File: config.mk
export PLATFORM = sky130hd
export DESIGN_NAME = tc_dwell_timer
export DESIGN_NICKNAME = d
export VERILOG_FILES = /design/src/rtl/tc_dwell_timer.sv
export SDC_FILE = /design/constraint.sdc
export NUM_CORES = 1
export LEC_CHECK = 0
export ABC_AREA = 1
export CORE_ASPECT_RATIO = 0.9
export CORE_UTILIZATION = 59
export DETAILED_ROUTE_END_ITERATION = 8
export PLACE_DENSITY = 0.85
export SYNTH_ARGS = -nofsm -noshare
export SYNTH_HDL_FRONTEND = slang
export SYNTH_SLANG_ARGS = --single-unit
File: constraint.sdc
create_clock -name clk_i -period 7.7 [get_ports clk_i]
set_input_delay 2.31 -clock clk_i [delete_from_list [all_inputs] [get_ports clk_i]]
set_output_delay 2.31 -clock clk_i [all_outputs]
set_load 0.01 [all_outputs]
File: src/rtl/tc_dwell_timer.sv
// Runtime-loadable down-counting interval timer; terminal count is taken from the
// counter sign bit so no wide comparator sits on the critical path.
module tc_dwell_timer #(
    parameter int unsigned MAX_COUNT = 1024,
    // Same value as tc::tcbits(MAX_COUNT); derived, do not override
    parameter int unsigned CW        = $clog2(MAX_COUNT) + 1
) (
    input  logic          clk_i,
    input  logic          rst_i,
    input  logic [CW-1:0] count_i,
    input  logic          start_i,
    input  logic          reload_i,
    input  logic          abort_i,
    output logic          ready_o,
    output logic          busy_o,
    output logic          done_o,
    output logic [CW-1:0] remaining_o
);

    typedef enum logic [0:0] {
        StIdle,
        StRun
    } state_e;

    localparam logic [CW-1:0]        MaxCnt = CW'(MAX_COUNT);
    localparam logic [CW-1:0]        MinCnt = CW'(1);
    localparam logic signed [CW-1:0] One    = CW'(1);
    localparam logic signed [CW-1:0] Two    = CW'(2);

    state_e                state_q, state_d;
    logic signed [CW-1:0]  cnt_q, cnt_d;
    logic [CW-1:0]         period_q, period_d;
    logic                  done_q, done_d;
    logic [CW-1:0]         rem_q, rem_d;
    logic [CW-1:0]         n_norm;
    logic                  tc;

    always_comb begin
        if (count_i == '0) begin
            n_norm = MinCnt;
        end else if (count_i > MaxCnt) begin
            n_norm = MaxCnt;
        end else begin
            n_norm = count_i;
        end
    end

    // Counter goes negative exactly on the last busy cycle.
    assign tc = (state_q == StRun) && cnt_q[CW-1];

    always_comb begin
        state_d  = state_q;
        cnt_d    = cnt_q;
        period_d = period_q;
        done_d   = 1'b0;

        unique case (state_q)
            StIdle: begin
                if (start_i) begin
                    state_d  = StRun;
                    cnt_d    = $signed(n_norm) - Two;
                    period_d = n_norm;
                end
            end
            StRun: begin
                if (abort_i) begin
                    state_d = StIdle;
                    cnt_d   = '0;
                end else if (tc) begin
                    done_d = 1'b1;
                    if (reload_i) begin
                        cnt_d = $signed(period_q) - Two;
                    end else begin
                        state_d = StIdle;
                        cnt_d   = '0;
                    end
                end else begin
                    cnt_d = cnt_q - One;
                end
            end
            default: begin
                state_d = StIdle;
                cnt_d   = '0;
            end
        endcase

        rem_d = (state_d == StRun) ? $unsigned(cnt_d + One) : '0;
    end

    always_ff @(posedge clk_i) begin
        if (rst_i) begin
            state_q  <= StIdle;
            cnt_q    <= '0;
            period_q <= '0;
            done_q   <= 1'b0;
            rem_q    <= '0;
        end else begin
            state_q  <= state_d;
            cnt_q    <= cnt_d;
            period_q <= period_d;
            done_q   <= done_d;
            rem_q    <= rem_d;
        end
    end

    assign busy_o      = (state_q == StRun);
    assign done_o      = done_q;
    assign remaining_o = rem_q;
    assign ready_o     = !busy_o && !rst_i;

endmodule

Word-level counts from Yosys, hierarchy flattened
Cells that the tools add are included.

Logic and storage cells: 33. Output and inout bits: 14. Input bits: 16. Register bits: 35.

$lt $le $gt $ge: 1. $add $sub $neg: 4. Mux-type cells: 13. Reductions and logical operators: 8. Bitwise operators: 2.

Operators with widths (number): $mux W11 (6); $pmux W11 S2 (1); $sub A11 B3 Y11 const B (2); $add A11 B2 Y11 const B (1); $gt A11 B11 Y1 const B (1); $logic_not A11 Y1 (1); $sub A11 B2 Y11 const B (1); $mux W1 (5); $reduce_or A3 Y1 (1); $logic_and A1 B1 Y1 (2); $logic_not A1 Y1 (2); $not A1 Y1 (2); $pmux W1 S2 (1); $reduce_and A2 Y1 (1); $reduce_or A2 Y1 (1).

Logic depth before layout (Yosys ltp)
Word-level depth: 7. Gate-level depth with buffers: 17. Gate-level depth less buffers: 17.

Worst setup path after synthesis
No wires, ideal clock.

Kind: input to output. Start point: input rst_i. End point: output ready_o. Setup slack: 2418 ps. Data arrival time: 2972 ps. Stages: 3. Required time: 5390 ps. Buffers on the path: 2. Cell sequence: clkbuf_1 -> buf_1 -> nor2_1.

Word-level cells in the longest chain between the ends: 2.

Ends and longest elaborated chain: start: declaration (RTL line 9) `input logic rst_i,`; $logic_not A1 Y1 (RTL line 109) `assign ready_o = !busy_o && !rst_i;`; $logic_and A1 B1 Y1 (RTL line 109); end: declaration (RTL line 14) `output logic ready_o,`.

Every way passes these cells.

Worst setup path in the final report
Ends and elaborated chain as after synthesis.

==> flow_summary.toml <==
[routing]
route.vias.total = 2425
firstDrtPassIters = 5
avgRoutedWirePerCell_um = 12.9
routed_wl_um = 5590
drc = 0
routed_via_density = 5.57
ant_nets = 0
drt_iter0_drc = 234

[clock_network]
postCtsHoldBufs = 0
post_cts_buffers = 0
clkTransAtPathRegs_ns = 0.07
cts_tree = "yes"
cts_max_path_buffers = 2
clock_latency_ns = 0.29
clockRootBuffer = "clkbuf_8"
cts_buffers = 5
cts_num_sinks = 35
htreeDepth = 2
postCtsResizedCells = 0

[global_routing]
grt-ovfl-total = 0
grt_usage_pct = 30.2
met2_usage_pct = 44.9
grtUsageMet3_pct = 7.52
grt_max_degree = 22
grt-busiest-layer = "met2"
globalRouteMet1Util_pct = 42.8
grt_pass1_vias = 2019
grt_first_pass_wirelength_um = 9190
antenna_found_initial = 0

[setup_path]
cpMostUsedCell = "clkdlybuf4s50_1"
slowest_delay_ns = 0.50
path_buf_inv = 3
crit_start = "rst_i"
required_ns = 5.39
slowest_stage = "clkdlybuf4s50_1"
cp-start-kind = "primary input"
crit_family = "buffers and inverters"
rr_startpoint = "busy_o$_SDFF_PP0_"
cp.arrival_ns = 3.56
endpoint_kind = "primary output"
cp_max_fo = 19
critical_path.cell_chain = "clkdlybuf4s50_1 > buf_4 > nor2_1 > clkdlybuf4s50_1"
critical_path_class = "primary input to primary output"

[timing]
finalSetupViolCount = 0
max_freq_mhz = 170
fin_tns_setup_ns = 0
slew_headroom_pct = 49.8
tightest_slew_ns = 0.752
setup_slack_ns = 1.83
clock_skew_ns = 0.00493
final_hold_viol_count = 0
min_period_over_period_pct = 76.3
min_period_ns = 5.87
final_max_slew_viol_count = 0
rsz0062_at_grt = "false"

[yosys]
avgSynthCellArea_sq_um = 6.34
synth_cell_types = 32
yosysSeqAreaShare_pct = 30.9
synth_fp_nets = 378
yosysWarningCount = 0
postSynthCellCount = 358
synth_area_sq_um = 2270
synth.ff_latch_count = 35

[floorplanning]
dieHeight_um = 60.9
rows = 21
ios = 30
die-area_sq_um = 4100
start_util_pct = 61.3
core_sq_um = 3700
die_w_um = 67.4

[final_layout]
area_growth_pct = 17.7
antenna_cells = 0
final_common_cell = "nand2_1"
drive_gt1_share_pct = 9.51
nNetsFinal = 409
final_cell_mix = "70 x nand2_1, 57 x nor2_1, 50 x inv_1, 35 x dfxtp_1, 32 x a21oi_1"

[min_path]
worstHoldStart = "period_q[1]$_SDFFE_PP0P_"
holdCritPathClass = "flip-flop to flip-flop"

[placement]
dp_hpwl_um = 4330
port_buffers = 29
pre_cts_slack_ns = 1.82
gp_congestion = 0.998

[pwr]
ir_drop_mv = 0.135
leakagePower_nw = 1.20
powerDensity_nw_per_um2 = 180

[run_status]
status = "completed"

[job]
cap_violations = 0
==> cell families (layout without fill, tap and decap cells) <==
family | after synthesis | in the layout | share of synthesized area [%]
compound gates | 69 | 69 | 17.7
xor+xnor | 1 | 1 | 0.386
fa+ha+maj | 4 | 4 | 2.20
buf+inv | 61 | 92 | 10.9
flops | 35 | 35 | 30.9
simple gates | 188 | 188 | 37.9
==> synth_stat cells, drive strengths merged <==
library cell	instances	share of area [%]
nand2	79	14
dfxtp	35	31
a211oi	2	0.66
nand4	5	1.4
o211ai	2	0.66
clkbuf	2	0.33
ha	4	2.2
o22ai	1	0.28
xnor2	1	0.39
buf	4	1.5
o311ai	2	0.77
o31ai	1	0.33
nor3	5	1.1
o21a	1	0.33
a22oi	2	1.1
nor2	66	13
nand3	33	7.7
inv	55	9.1
o21ai	23	5.1
o21bai	1	0.83
a21oi	33	7.4
a31oi	1	0.28
==> per-stage QoR <==
stage	util (%)	power, W	instance area (sq um)	cells	hold WS (ns)
floorplan	-	0.000306	2270	358	0.445
global placement	69.8	0.000343	2580	428	0.460
global route	72.1	0.000508	2670	435	0.494
detailed placement	69.8	0.000346	2580	428	0.462
CTS	72.1	0.000478	2670	435	0.472
finish	72.1	0.000480	2670	435	0.469
==> power breakdown <==
| part | switching (W) | internal (W) |
|---|---|---|
| sequential | 0.0000118 | 0.000194 |
| clock | 0.0000648 | 0.0000701 |
| combinational | 0.0000859 | 0.0000532 |
==> metal layers <==
metal / wire length, um / vias up
met5: 0 / -
met4: 106 / 0
met3: 336 / 13
met2: 2410 / 80
met1: 2730 / 1114
li1: - / 1218
==> path summary, 6_finish.rpt <==
check,end,slack (ns),cells past startpoint
worst min register to register,period_q[1]$_SDFFE_PP0P_,0.47,2
worst min-delay path,period_q[1]$_SDFFE_PP0P_,0.47,2
worst max-delay path,ready_o,1.83,4
worst max register to register,remaining_o[10]$_SDFF_PP0_,4.88,13
==> layout make-up <==
class                      instances  area (sq um)
multi-input combinational        262          1320
fill                             351          1030
sequential                        35           701
timing repair buffer              30           298
inverter                          55           206
clock buffer                       6          82.6
tap                               46          57.6
clock inverter                     1          5.00
==> worst min-delay path: cells and delay by family (launching register included) <==
kind            cells  cell delay [ns]
compound gates      1             0.06
simple gates        1             0.06
flops               1             0.31
==> sequential cells by signal (all words and copies together), names as in the netlist <==
signal       cells
cnt_q           11
period_q        11
remaining_o     11
busy_o           1
done_o           1
(Power assumes the default switching activity.)
